### src/rtl/key_cursor.sv
// Key-driven cursor: debounces a 3-bit key code, emits press and
// auto-repeat step events over a valid/ready handshake, and moves a
// wrapping (x, y) cursor on every accepted event.
module key_cursor #(
  parameter int DEB_CYCLES = 16,
  parameter int REP_DELAY  = 1000,
  parameter int REP_PERIOD = 250,
  parameter int COLS       = 64,
  parameter int ROWS       = 48,
  localparam int X_W = (COLS > 1) ? $clog2(COLS) : 1,
  localparam int Y_W = (ROWS > 1) ? $clog2(ROWS) : 1
) (
  input  logic           clk,
  input  logic           reset,
  input  logic [2:0]     keys,
  output logic           ev_valid,
  output logic [2:0]     ev_key,
  input  logic           ev_ready,
  output logic [X_W-1:0] cursor_x,
  output logic [Y_W-1:0] cursor_y
);

  // Key encoding shared with the touch front-end (key_codes.vh)
  localparam logic [2:0] KEY_NONE  = 3'd0;
  localparam logic [2:0] KEY_UP    = 3'd1;
  localparam logic [2:0] KEY_DOWN  = 3'd2;
  localparam logic [2:0] KEY_LEFT  = 3'd3;
  localparam logic [2:0] KEY_RIGHT = 3'd4;

  localparam int DC_W   = (DEB_CYCLES > 1) ? $clog2(DEB_CYCLES) : 1;
  localparam int RC_MAX = (REP_DELAY > REP_PERIOD) ? REP_DELAY : REP_PERIOD;
  localparam int RC_W   = (RC_MAX > 1) ? $clog2(RC_MAX) : 1;

  localparam logic [DC_W-1:0] DEB_MAX    = DC_W'(DEB_CYCLES - 1);
  localparam logic [RC_W-1:0] DELAY_LOAD = RC_W'(REP_DELAY - 1);
  localparam logic [RC_W-1:0] PER_LOAD   = RC_W'(REP_PERIOD - 1);
  localparam logic [X_W-1:0]  X_MAX      = X_W'(COLS - 1);
  localparam logic [Y_W-1:0]  Y_MAX      = Y_W'(ROWS - 1);

  typedef enum logic [1:0] {IDLE, DELAY, REPEAT} state_t;

  logic [2:0]      keysS_q;
  logic [DC_W-1:0] stabCnt_q;
  logic [2:0]      debKey_q;
  state_t          state_q;
  logic [RC_W-1:0] repCnt_q;
  logic [2:0]      curKey_q;
  logic            evValid_q;
  logic [2:0]      evKey_q;
  logic [X_W-1:0]  cursorX_q;
  logic [Y_W-1:0]  cursorY_q;

  logic [2:0]      keysNorm;
  logic            pressEv;
  logic            repEv;
  logic            genEv;
  logic            canIssue;
  logic [X_W-1:0]  cursorX_d;
  logic [Y_W-1:0]  cursorY_d;

  // Codes outside the four direction keys count as "no key"
  always_comb begin
    keysNorm = KEY_NONE;
    if (keysS_q != KEY_NONE && keysS_q <= KEY_RIGHT) keysNorm = keysS_q;
  end

  // Synchronise the raw key code and accept it once it has been stable long enough
  always_ff @(posedge clk) begin
    if (reset) begin
      keysS_q   <= KEY_NONE;
      stabCnt_q <= '0;
      debKey_q  <= KEY_NONE;
    end else begin
      keysS_q <= keys;
      if (keys != keysS_q) stabCnt_q <= '0;
      else if (stabCnt_q != DEB_MAX) stabCnt_q <= stabCnt_q + DC_W'(1);
      if (stabCnt_q == DEB_MAX) debKey_q <= keysNorm;
    end
  end

  // Event sources and the cursor position an accepted event would produce
  always_comb begin
    pressEv   = (debKey_q != KEY_NONE) && (debKey_q != curKey_q);
    repEv     = (state_q != IDLE) && (debKey_q == curKey_q) && (repCnt_q == '0);
    genEv     = pressEv || repEv;
    canIssue  = !evValid_q || ev_ready;
    cursorX_d = cursorX_q;
    cursorY_d = cursorY_q;
    case (debKey_q)
      KEY_RIGHT: cursorX_d = (cursorX_q == X_MAX) ? '0 : cursorX_q + X_W'(1);
      KEY_LEFT:  cursorX_d = (cursorX_q == '0) ? X_MAX : cursorX_q - X_W'(1);
      KEY_DOWN:  cursorY_d = (cursorY_q == Y_MAX) ? '0 : cursorY_q + Y_W'(1);
      KEY_UP:    cursorY_d = (cursorY_q == '0) ? Y_MAX : cursorY_q - Y_W'(1);
      default:   ;
    endcase
  end

  // Repeat FSM with registered event handshake and cursor; events hitting a stalled consumer are dropped
  always_ff @(posedge clk) begin
    if (reset) begin
      state_q   <= IDLE;
      repCnt_q  <= '0;
      curKey_q  <= KEY_NONE;
      evValid_q <= 1'b0;
      evKey_q   <= KEY_NONE;
      cursorX_q <= '0;
      cursorY_q <= '0;
    end else begin
      case (state_q)
        IDLE: begin
          if (pressEv) begin
            state_q  <= DELAY;
            repCnt_q <= DELAY_LOAD;
            curKey_q <= debKey_q;
          end
        end
        DELAY, REPEAT: begin
          if (debKey_q == KEY_NONE) begin
            state_q  <= IDLE;
            curKey_q <= KEY_NONE;
          end else if (pressEv) begin
            state_q  <= DELAY;
            repCnt_q <= DELAY_LOAD;
            curKey_q <= debKey_q;
          end else if (repCnt_q == '0) begin
            state_q  <= REPEAT;
            repCnt_q <= PER_LOAD;
          end else begin
            repCnt_q <= repCnt_q - RC_W'(1);
          end
        end
        default: begin
          state_q  <= IDLE;
          curKey_q <= KEY_NONE;
        end
      endcase

      if (genEv && canIssue) begin
        evValid_q <= 1'b1;
        evKey_q   <= debKey_q;
        cursorX_q <= cursorX_d;
        cursorY_q <= cursorY_d;
      end else if (evValid_q && ev_ready) begin
        evValid_q <= 1'b0;
      end
    end
  end

  assign ev_valid = evValid_q;
  assign ev_key   = evKey_q;
  assign cursor_x = cursorX_q;
  assign cursor_y = cursorY_q;

endmodule

### config.mk
export PLATFORM = sky130hd
export DESIGN_NAME = key_cursor
export DESIGN_NICKNAME = d
export VERILOG_FILES = /design/src/rtl/key_cursor.sv
export SDC_FILE = /design/constraint.sdc
export NUM_CORES = 1
export LEC_CHECK = 0
export BUFFER_PORTS_ARGS = -buffer_cell sky130_fd_sc_hd__buf_2
export CAP_MARGIN = 15
export CORE_ASPECT_RATIO = 1.2
export CORE_MARGIN = 3
export CORE_UTILIZATION = 60
export DETAILED_ROUTE_END_ITERATION = 8
export GPL_TIMING_DRIVEN = 0
export PLACE_DENSITY = 0.82
export SYNTH_ARGS = -nofsm -noshare
export SYNTH_HDL_FRONTEND = slang
export SYNTH_SLANG_ARGS = --single-unit
### constraint.sdc
create_clock -name clk -period 2.83 [get_ports clk]
set_input_delay 0.283 -clock clk [delete_from_list [all_inputs] [get_ports clk]]
set_output_delay 0.283 -clock clk [all_outputs]
set_load 0.02 [all_outputs]
* Word-level counts from Yosys, hierarchy flattened
Cells that the tools add are included.
W data, S select, Z words.
** Storage, ports and cells
- Output and inout port bits :: 16
- Register bits after elaboration :: 41
- Memories :: 0
- Latch bits :: 0
- Memory bits (read-only) :: 0
- Bits in writable memories :: 0
** Cells by class
- Reductions and logical operators :: 27
- Mux-type cells :: 22
- Equality and inequality tests :: 16
- Divide/modulo/power cells :: 0
- $mul :: 0
- Shifts and indexed selects :: 0
- $add $sub $neg :: 6
- Bitwise operators :: 0
- Magnitude comparators :: 1
** Operator list (number)
- $mux W10 :: 4
- $mux W6 :: 4
- $pmux W6 S2 :: 2
- $pmux W10 S2 :: 1
- $add A6 B1 Y6 const B :: 2
- $eq A6 B6 Y1 const B :: 2
- $logic_not A6 Y1 :: 2
- $sub A6 B1 Y6 const B :: 2
- $logic_not A10 Y1 :: 1
- $reduce_bool A2 Y1 :: 5
- $sub A10 B1 Y10 const B :: 1
- $mux W3 :: 3
- $mux W2 :: 4
- $ne A4 B4 Y1 const B :: 2
- $eq A3 B2 Y1 const B :: 2
- $logic_and A1 B1 Y1 :: 6
- $ne A3 B3 Y1 :: 2
- $pmux W3 S2 :: 1
- $reduce_and A2 Y1 :: 3
- $reduce_bool A3 Y1 :: 2
- $add A4 B1 Y4 const B :: 1
- $eq A4 B4 Y1 const B :: 1
- $ne A2 B2 Y1 const B :: 2
- $pmux W2 S2 :: 1
- 13 further kinds :: 16

* Depth between registers and ports, before layout
Gate-level depths: netlist of the first run.
- Depth in word-level cells :: 6
- Mapped depth :: 8
- Gate-level depth less buffers :: 7

* Worst setup path before layout of the first run
OpenSTA, ideal clock, no wires.
- Kind :: flip-flop to flip-flop
- From :: reg cursorX_q[0] (netlist: cursor_x[0])
- To :: reg cursorX_q[2] (netlist: cursor_x[2])
- Required time :: 2.685 ns
- Clock period less this slack :: 2.014 ns
- Path slack :: 0.816 ns
- Arrival :: 1.869 ns
- Stages on the path, launching flop included :: 9
- Cell sequence :: dfxtp_1 > clkbuf_1 > inv_1 > ha_1 > nor2b_1 > a21oi_1 > a22oi_1 > a211oi_1 > a221oi_2
** On the way
- Longest elaborated chain between the ends :: 3
- Elaborated cells between the ends (all ways) :: 7
** RTL lines
- from (decl) :: RTL line 50 : logic [X_W-1:0] cursorX_q;
- from (signal assigned) :: RTL line 141 : cursorX_q <= cursorX_d;
- $sub A6 B1 Y6 (tied with other cells) :: RTL line 91 : KEY_LEFT: cursorX_d = (cursorX_q == '0) ? X_MAX : cursorX_q - X_W'(1);
- $mux W6 (on tied branches) :: RTL line 91, 90
- $pmux W6 S2 (*) :: RTL line 89 : case (debKey_q)
Every way passes the cells marked *; elsewhere a longest branch is shown, timed or not.
A chain may end at the register's enable or synchronous reset.

* Final worst setup path of the first run
- From :: reg repCnt_q[0]
- To :: reg cursorX_q[2] (netlist: cursor_x[2])
** On the way
- Longest elaborated chain between the ends :: 5
** RTL lines
- from (decl) :: RTL line 46 : logic [RC_W-1:0] repCnt_q;
- from (signal assigned) :: RTL line 129 : repCnt_q <= repCnt_q - RC_W'(1);
- $logic_not A10 Y1 :: RTL line 84 : repEv = (state_q != IDLE) && (debKey_q == curKey_q) && (repCnt_q == '0);
- $logic_and A1 B1 Y1 :: RTL line 84
- $logic_or A1 B1 Y1 :: RTL line 85 : genEv = pressEv || repEv;
- $logic_and A1 B1 Y1 :: RTL line 138 : if (genEv && canIssue) begin
- $reduce_and A2 Y1 (no line)
No other way between the ends.

==> metrics.yaml, run 1 <==
status: "finished, final reports clean"
via_per_inst: 6.56
post-route-util: 0.702
max_stage_delay_ns: 0.35
ys_seq_area_frac: 0.292
rr_worst_depth: 8
synthMuxAreaShare: 0.0361
place_congestion: 0.916
cp_cell_sequence: "inv_1, ha_1, nor3b_1, and4_1, nand2b_1, clkbuf_1, a21o_4, a221oi_2"
coreArea_sq_um: 4390
crit_arrival_ns: 2.53
leakagePower_nw: 1.11
grt_pass1_wl_um: 11300
drt-total-wl_um: 6930
p_int_mw: 0.904
clk_latency_ns: 0.30
drc: 0
ys_seq_elements: 41
rsz0062_at_grt: "no"
syn_area_per_cell_sq_um: 8.31
switchingPower_mw: 0.328
netlist_instances: 338
finalSetupViolCount: 0
grt_max_degree: 13
cap_violations: 0
cts-hold-fix-buffers: 0
nNetsFinal: 382
synthXorXnorAreaFrac: 0.0312
synth-edff-count: 0
io_pins: 22
vdd_drop_max_v: 0.000280
cts_resized: 0
crit_cells: 8
synth_compound_area_frac: 0.281
nFillCells: 368
synth.area.top_cells: "dfxtp_1, ha_1, nor2_1"
period_needed_ns: 2.31
area_growth_pct: 9.76
dp_cells: 414
dieArea_sq_um: 5540
io_buffers: 20
dp_hpwl_um: 4920
relSlewSlack: 0.520
post-synth-top-count-cell: "dfxtp_1"
worstMarginPinSlew_ns: 0.720
powerDensity_nw_per_um2: 400
clkSinkCount: 41
syn-num-nets: 355
cts_root_buf: "clkbuf_8"
yosysUniqueCellTypes: 68
pwr-share-clk: 0.382
wl_per_cell_um: 16.5
synth_top_family_by_area: "compound AO/OA/AOI/OAI gates"
synth_largest_area_cell: "dfxtp_1"
num_antenna_cells: 0
fmax_mhz: 434
grt-ovfl-total: 0
finalHoldViolations: 0
fp-row-count: 26
fin_cells: 421
synth_fa_ha_area_frac: 0.0490
p_sw_frac: 0.266
drive_above_1_share: 0.142
comb_power_share: 0.130
finalClockSkew_ns: 0.00919
yosys.area_share.simple: 0.244
fin_total_pwr_mw: 1.23
crit_path_top_delay_cell: "nor3b_1"
cp_num_buf_inv: 2
hold_path_depth: 2
htreeDepth: 2
worstSetupPathType: "register to register"
vias: 2760
required_ns: 3.05
async_flop_share: 0
hold_class: "input pin to register"
clock_path_buffers: 2
antenna_left: 0
cts_setup_buffers: 0
yosys_warnings: 0
grt_pass1_vias: 2470
synthFlopType: "dfxtp_1"
critical_path.top_delay_family: "simple AND/OR/NAND/NOR gates"
yosys.area.top_type_share: 0.292
grtUsageTotal: 0.264
setup-tns-final_ns: 0
synth_common_cells: "dfxtp_1, nor2_1, nand2_1, inv_1, a21oi_1"
die_h_um: 80.9
cp-start-kind: "register"
drt_iter0_drc: 322
antenna_found_initial: 0
cts_inserted_buffers: 5
fin_crit_sh: 0.815
cp-end-kind: "register"
cts_tree: "yes"
die_w_um: 68.4
start_util: 0.639
slew_violations: 0
clkTransAtPathRegs_ns: 0.09
dr.pass1.iters: 5
syn_area_sq_um: 2810
crit_fanout: 10
seqPwrFrac: 0.489
## area by class of cell
| cell class | count | area [sq um] | area share |
|---|---|---|---|
| clock buffers | 5 | 68.8 | 0.0223 |
| well taps | 56 | 70.1 | 0.0227 |
| multi-input cells | 257 | 1800 | 0.584 |
| plain buffers | 20 | 111 | 0.0361 |
| flip-flops and latches | 41 | 821 | 0.266 |
| repair buffers | 20 | 100 | 0.0325 |
| inverters | 20 | 75.1 | 0.0244 |
| clock inverters | 2 | 35.0 | 0.0114 |
## cell families (layout without fill, tap and decap cells)
group,count (synthesis),in the layout
muxes,10,10
buffers and inverters,40,67
adders and majority gates,11,11
AOI/OAI and AO/OA,99,99
DFF,41,41
xor gates and xnor gates,10,10
and+or+nand+nor,127,127
## final timing paths
path                                   from          end  slack, ns
worst max-delay path            repCnt_q[0]  cursor_x[2]       0.52
worst min register to register    ev_key[0]    ev_key[0]       0.47
worst max register to register  repCnt_q[0]  cursor_x[2]       0.52
worst min-delay path                keys[0]   keysS_q[0]       0.23
## cells in the final DEF, fill, tap and decap left out, types with 6 or more instances in the layout
cell type  count
a31oi_1        8
nor3_1         9
xnor2_1       10
a211oi_1      10
buf_2         22
mux2i_1        9
clkbuf_1      14
dfxtp_1       41
o21ai_0       12
a21oi_1       17
inv_1         20
nor2_1        31
nor2b_1        6
nor4_1         7
ha_1          11
nand2_1       22
nand3_1       14
## worst register-to-register path: cells and delay by family, from the launching register on
family,cells,cell delay [ns]
and+or+nand+nor,3,0.79
adders and majority gates,1,0.19
AOI/OAI and AO/OA,2,0.59
buffers and inverters,2,0.34
DFF,1,0.34
## state kept, by name, indices dropped and copies added (netlist names)
name and count:
repCnt_q 10, ev_key 3, ev_valid 1, curKey_q 3
stabCnt_q 4, state_q 2, debKey_q 3, cursor_y 6
keysS_q 3, cursor_x 6
## power groups by stage
stage          clock, mW  sequential [mW]  combinational [mW]
4_1_cts            0.472            0.601               0.157
3_3_place_gp           0            0.614               0.153
6_report           0.470            0.602               0.160
2_1_floorplan          0            0.613               0.118
5_1_grt            0.497            0.604               0.175
3_5_place_dp           0            0.615               0.156
## through the flow
stage	instance area (sq um)	hold slack (ns)	setup WS, ns
6_report	3080	0.227	0.524
5_1_grt	3080	0.244	0.350
4_1_cts	3080	0.232	0.549
3_5_place_dp	2980	0.448	0.571
3_3_place_gp	2980	0.444	0.536
2_1_floorplan	2810	0.411	0.816
## layer usage
layer	track usage	up-vias	routed length [um]
met2	0.436	131	3340
met1	0.337	1271	3010
met5	0	-	0
met3	0.0456	30	403
met4	0.103	0	179
li1	-	1328	-
(Power assumes the default switching activity.)
==> run 2: changes to the inputs <==
--- a/config.mk
+++ b/config.mk
@@ -9,10 +9,10 @@
 export CAP_MARGIN = 15
 export CORE_ASPECT_RATIO = 1.2
 export CORE_MARGIN = 3
-export CORE_UTILIZATION = 60
+export CORE_UTILIZATION = 54
 export DETAILED_ROUTE_END_ITERATION = 8
 export GPL_TIMING_DRIVEN = 0
-export PLACE_DENSITY = 0.82
+export PLACE_DENSITY = 0.78
 export SYNTH_ARGS = -nofsm -noshare
 export SYNTH_HDL_FRONTEND = slang
 export SYNTH_SLANG_ARGS = --single-unit
==> constraint.sdc (replaced) <==
create_clock -name clk -period 2.1 [get_ports clk]
set_input_delay 0.21 -clock clk [delete_from_list [all_inputs] [get_ports clk]]
set_output_delay 0.21 -clock clk [all_outputs]
set_load 0.02 [all_outputs]
==> metrics.yaml, run 2 (same netlist as run 1, synthesis figures left out) <==
status: "finished, final reports clean"  # unchanged
switchingPower_mw: 0.449  # was 0.328 mW
grt_pass1_vias: 2528  # was 2470
min_to: "keysS_q[1]"  # was keysS_q[0]
powerDensity_nw_per_um2: 540  # was 400 nW/um^2
place_congestion: 0.918  # was 0.916
hp-start: "keys[1]"  # was keys[0]
clk_latency_ns: 0.30  # about the same
coreArea_sq_um: 4970  # was 4390 sq um
cts-hold-fix-buffers: 0  # unchanged
worstMarginPinSlew_ns: 0.691  # was 0.720 ns
grtUsageTotal: 0.231  # was 0.264
finalHoldViolations: 0  # unchanged
via_per_inst: 6.44  # was 6.56
period_needed_ns: 2.08  # was 2.31 ns
fp-row-count: 28  # was 26
timing.final.ws_setup_ns: 0.0245  # was 0.524 ns
worst-r2r-setup-slack_ns: 0.02  # was 0.52 ns
drt_iter0_drc: 289  # was 322
htreeDepth: 2  # unchanged
layout_commonest_cell: "dfxtp_1"  # unchanged
rsz0062_at_grt: "yes"  # was no
hold_class: "input pin to register"  # unchanged
vdd_drop_max_v: 0.000350  # was 0.000280 V
hold_path_depth: 2  # unchanged
rr_worst_depth: 8  # unchanged
leakagePower_nw: 1.21  # was 1.11 nW
final_cell_mix: "dfxtp_1, nor2_1, nand2_1, buf_2, inv_1"  # unchanged
comb_power_share: 0.132  # was 0.130
antenna_left: 0  # unchanged
seqPwrFrac: 0.472  # was 0.489
clkSinkCount: 41  # unchanged
p_sw_frac: 0.261  # was 0.266
io_pins: 22  # unchanged
finalClockSkew_ns: 0.0121  # was 0.00919 ns
grt_pass1_wl_um: 11500  # was 11300 um
grt_max_degree: 13  # unchanged
antenna_found_initial: 0  # unchanged
fin_crit_sh: 0.988  # was 0.815
die_h_um: 85.0  # was 80.9 um
setup-tns-final_ns: 0  # unchanged
cts_root_buf: "clkbuf_8"  # unchanged
grt-ovfl-total: 0  # unchanged
nFillCells: 433  # was 368
required_ns: 2.27  # was 3.05 ns
pwr-share-clk: 0.395  # was 0.382
start_util: 0.564  # was 0.639
timing.rr.end: "cursor_x[4]"  # was cursor_x[2]
cts_inserted_buffers: 5  # unchanged
drc: 0  # unchanged
regMostFlops: "repCnt_q"  # unchanged
dr.pass1.iters: 5  # unchanged
cap_violations: 0  # unchanged
relSlewSlack: 0.539  # was 0.520
dieArea_sq_um: 6100  # was 5540 sq um
r2r-start: "debKey_q[1]"  # was repCnt_q[0]
cp-start-kind: "register"  # unchanged
crit_fanout: 10  # unchanged
slew_violations: 0  # unchanged
nNetsFinal: 384  # was 382
cp-end-kind: "register"  # unchanged
clkTransAtPathRegs_ns: 0.09  # about the same
wl_per_cell_um: 16.3  # was 16.5 um
finalSetupViolCount: 0  # unchanged
area_growth_pct: 13.4  # was 9.76%
p_int_mw: 1.27  # was 0.904 mW
io_buffers: 20  # unchanged
clock_path_buffers: 2  # unchanged
worstSetupPathType: "register to register"  # unchanged
die_w_um: 71.8  # was 68.4 um
drive_above_1_share: 0.182  # was 0.142
dp_hpwl_um: 4880  # was 4920 um
drt-total-wl_um: 6980  # was 6930 um
fmax_mhz: 482  # was 434 MHz
crit_arrival_ns: 2.25  # was 2.53 ns
cts_tree: "yes"  # unchanged
largest_register_ffs: 10  # unchanged
vias: 2755  # was 2760
num_antenna_cells: 0  # unchanged
post-place-ws_ns: -0.184  # was 0.571 ns
## run 2: changes by cell type in the layout (fill, tap and decap cells not counted), moves of 2 or more
cell,change
buf_4,+5
clkbuf_1,-4
dfxtp_1,-2
dfxtp_2,+2
## run 2: power groups by stage
stage	registers (mW)	logic (mW)	clock network, mW
floorplan	0.826	0.158	0
global placement	0.828	0.206	0
detailed placement	0.829	0.210	0
CTS	0.811	0.212	0.686
global route	0.815	0.248	0.723
finish	0.812	0.228	0.679
## run 2: cell type report
cell class | instances | area (sq um) | area share
flip-flops and latches | 41 | 823 | 0.259
clock inverters | 1 | 30.0 | 0.00943
repair buffers | 24 | 130 | 0.0409
clock buffers | 7 | 86.3 | 0.0271
multi-input cells | 257 | 1850 | 0.582
inverters | 20 | 75.1 | 0.0236
plain buffers | 18 | 113 | 0.0354
well taps | 60 | 75.1 | 0.0236
## run 2: critical path, cell delays in order, from the launching register on
cell,delay [ns]
dfxtp_1,0.31
buf_6,0.13
and3_1,0.16
o211a_1,0.26
or3_1,0.39
buf_6,0.15
buf_8,0.15
a221oi_4,0.30
o32ai_2,0.10
## run 2: worst max-delay path by stage
stage,end,slack (ns),depth (start not counted),startpoint
2_1_floorplan,cursor_x[2],0.09,8,cursor_x[0]
3_3_place_gp,cursor_x[2],-0.19,8,repCnt_q[0]
3_5_place_dp,cursor_x[2],-0.18,8,repCnt_q[0]
4_1_cts,cursor_x[2],0.01,8,repCnt_q[0]
5_1_grt,repCnt_q[0],-0.07,7,debKey_q[1]
6_report,cursor_x[4],0.02,8,debKey_q[1]
## run 2: timing repair
action	CTS	global route
setup endpoints to repair	14	22
pin swaps	0	5
gates resized for setup	3	19
gates cloned	0	0
setup buffers	0	4
## run 2: through the flow
step / total power, mW / hold slack, ns / area (sq um) / cells / utilization
after floorplan: 0.984 / 0.338 / 2810 / 338 / -
after global placement: 1.03 / 0.445 / 2980 / 418 / 0.600
after detailed placement: 1.04 / 0.447 / 2980 / 418 / 0.600
after CTS: 1.71 / 0.152 / 3100 / 425 / 0.624
after global routing: 1.79 / 0.160 / 3180 / 428 / 0.640
final: 1.72 / 0.150 / 3180 / 428 / 0.640
## run 2: layer usage
layer  GRT usage  vias to the layer above  share of wire
li1            -                     1330              -
met5           0                        -              0
met3      0.0427                       25          0.062
met1       0.288                     1286           0.42
met2       0.381                      114           0.49
met4       0.106                        0          0.029
==> run 3: changes to the inputs <==
--- a/config.mk
+++ b/config.mk
@@ -10,6 +10,7 @@
 export CORE_ASPECT_RATIO = 1.2
 export CORE_MARGIN = 3
 export CORE_UTILIZATION = 54
+export CTS_BUF_LIST = sky130_fd_sc_hd__clkbuf_16
 export DETAILED_ROUTE_END_ITERATION = 8
 export GPL_TIMING_DRIVEN = 0
 export PLACE_DENSITY = 0.78
==> metrics.yaml, run 3 (same netlist as run 1, synthesis figures left out) <==
cts-hold-fix-buffers: 0  # unchanged
fin_area_sq_um: 3220  # was 3180 sq um
vdd_drop_max_v: 0.000389  # was 0.000350 V
drc: 0  # unchanged
cp_cell_sequence: "or3b_1, a211oi_4, or3_4, buf_8, nand2_1, o221a_1"  # was buf_6, and3_1, o211a_1, or3_1, buf_6, buf_8, a221oi_4, o32ai_2
max_stage_delay_ns: 0.41  # was 0.39 ns
slew_violations: 0  # unchanged
seq_area_sq_um: 823  # unchanged
finalClockSkew_ns: 0.0103  # was 0.0121 ns
cap_violations: 0  # unchanged
start_util: 0.564  # unchanged
fin_crit_sh: 0.971  # was 0.988
io_buffers: 20  # unchanged
cp-start-kind: "register"  # unchanged
regMostFlops: "repCnt_q"  # unchanged
clk_latency_ns: 0.28  # was 0.30 ns
fp-row-count: 28  # unchanged
rsz0062_at_grt: "yes"  # unchanged
setup-tns-final_ns: 0  # unchanged
cts_tree: "yes"  # unchanged
p_int_mw: 1.44  # was 1.27 mW
clkSinkCount: 41  # unchanged
seqPwrFrac: 0.427  # was 0.472
grt_busiest_layer: "met2"  # unchanged
nNetsFinal: 382  # was 384
antenna_left: 0  # unchanged
die_w_um: 71.8  # unchanged
fmax_mhz: 491  # was 482 MHz
finalHoldViolations: 0  # unchanged
place_congestion: 0.918  # unchanged
critical_path.top_delay_family: "simple AND/OR/NAND/NOR gates"  # was compound AO/OA/AOI/OAI gates
crit_start: "curKey_q[1]"  # was debKey_q[1]
dieArea_sq_um: 6100  # unchanged
grt.met1_usage: 0.288  # unchanged
post-place-ws_ns: -0.184  # unchanged
hold_class: "input pin to register"  # unchanged
comb_power_share: 0.120  # was 0.132
switchingPower_mw: 0.466  # was 0.449 mW
grt_util_met3: 0.0427  # unchanged
cts_inserted_buffers: 5  # unchanged
io_pins: 22  # unchanged
crit_arrival_ns: 2.20  # was 2.25 ns
cts_root_buf: "clkbuf_16"  # was clkbuf_8
wl_per_cell_um: 16.2  # was 16.3 um
vias: 2763  # was 2755
multi_input_area_sq_um: 1860  # was 1850 sq um
hp-start: "keys[1]"  # unchanged
clock_path_buffers: 2  # unchanged
num_antenna_cells: 0  # unchanged
required_ns: 2.26  # was 2.27 ns
leakagePower_nw: 1.22  # was 1.21 nW
grtUsageTotal: 0.228  # was 0.231
grt_max_degree: 13  # unchanged
htreeDepth: 2  # unchanged
antenna_found_initial: 0  # unchanged
finalSetupViolCount: 0  # unchanged
placement.cell_area_sq_um: 2980  # unchanged
final_cell_mix: "dfxtp_1, nor2_1, nand2_1"  # was dfxtp_1, nor2_1, nand2_1, buf_2, inv_1
drive_above_1_share: 0.183  # was 0.182
dr.pass1.iters: 5  # unchanged
grtUsageMet2: 0.374  # was 0.381
die_h_um: 85.0  # unchanged
clkTransAtPathRegs_ns: 0.06  # was 0.09 ns
coreArea_sq_um: 4970  # unchanged
area_growth_pct: 14.8  # was 13.4%
worstSetupPathType: "register to register"  # unchanged
grt_pass1_wl_um: 11400  # was 11500 um
fin_total_pwr_mw: 1.90  # was 1.72 mW
powerDensity_nw_per_um2: 590  # was 540 nW/um^2
worstMarginPinSlew_ns: 0.695  # was 0.691 ns
fin_hold_ws_ns: 0.167  # was 0.150 ns
crit_fanout: 10  # unchanged
p_sw_frac: 0.245  # was 0.261
cp_num_buf_inv: 1  # was 3
r2r-start: "curKey_q[1]"  # was debKey_q[1]
crit_path_top_delay_cell: "or3b_1"  # was or3_1
dp_hpwl_um: 4880  # unchanged
via_per_inst: 6.49  # was 6.44
drt-total-wl_um: 6910  # was 6980 um
largest_register_ffs: 10  # unchanged
pwr-share-clk: 0.452  # was 0.395
cp-end-kind: "register"  # unchanged
period_needed_ns: 2.04  # was 2.08 ns
layout_commonest_cell: "dfxtp_1"  # unchanged
drt_iter0_drc: 248  # was 289
relSlewSlack: 0.537  # was 0.539
grt-ovfl-total: 0  # unchanged
status: "finished, final reports clean"  # unchanged
grt_pass1_vias: 2509  # was 2528
nFillCells: 429  # was 433
timing.final.ws_setup_ns: 0.0619  # was 0.0245 ns
run 3: final timing paths:
path / end / slack [ns] / depth (start not counted)
max: repCnt_q[1] / 0.06 / 6
max reg2reg: repCnt_q[1] / 0.06 / 6
min: keysS_q[1] / 0.17 / 2
min reg2reg: ev_key[1] / 0.46 / 2
run 3: cell type report:
type / instances / area share
multi-input combinational: 257 / 0.578
sequential: 41 / 0.255
clock buffer: 5 / 0.0388
timing repair buffer: 23 / 0.0380
buffer: 17 / 0.0314
inverter: 20 / 0.0233
tap: 60 / 0.0233
clock inverter: 3 / 0.0116
run 3: power groups by stage:
stage                     Clock, mW  Sequential, mW  Combinational [mW]
after floorplan                   0           0.826               0.158
after global placement            0           0.828               0.206
after detailed placement          0           0.829               0.210
after CTS                     0.879           0.812               0.212
after global routing          0.906           0.815               0.250
final                         0.860           0.813               0.229
run 3: per-stage QoR:
step	cells	util
after global routing	426	0.648
after floorplan	338	-
after global placement	418	0.600
after CTS	425	0.633
after detailed placement	418	0.600
final	426	0.648
run 3: repair_timing:
item,4_1_cts,5_1_grt
endpoints found under the hold margin,0,0
cloned,0,0
endpoints found under the setup margin,14,22
buffers inserted,0,3
pin swaps,0,6
gates resized for setup,3,21
run 3: metal layers:
| layer | vias to the layer above | wire length (um) |
|---|---|---|
| met5 | - | 0 |
| met4 | 0 | 202 |
| met3 | 25 | 423 |
| met2 | 122 | 3330 |
| met1 | 1285 | 2950 |
| li1 | 1331 | - |
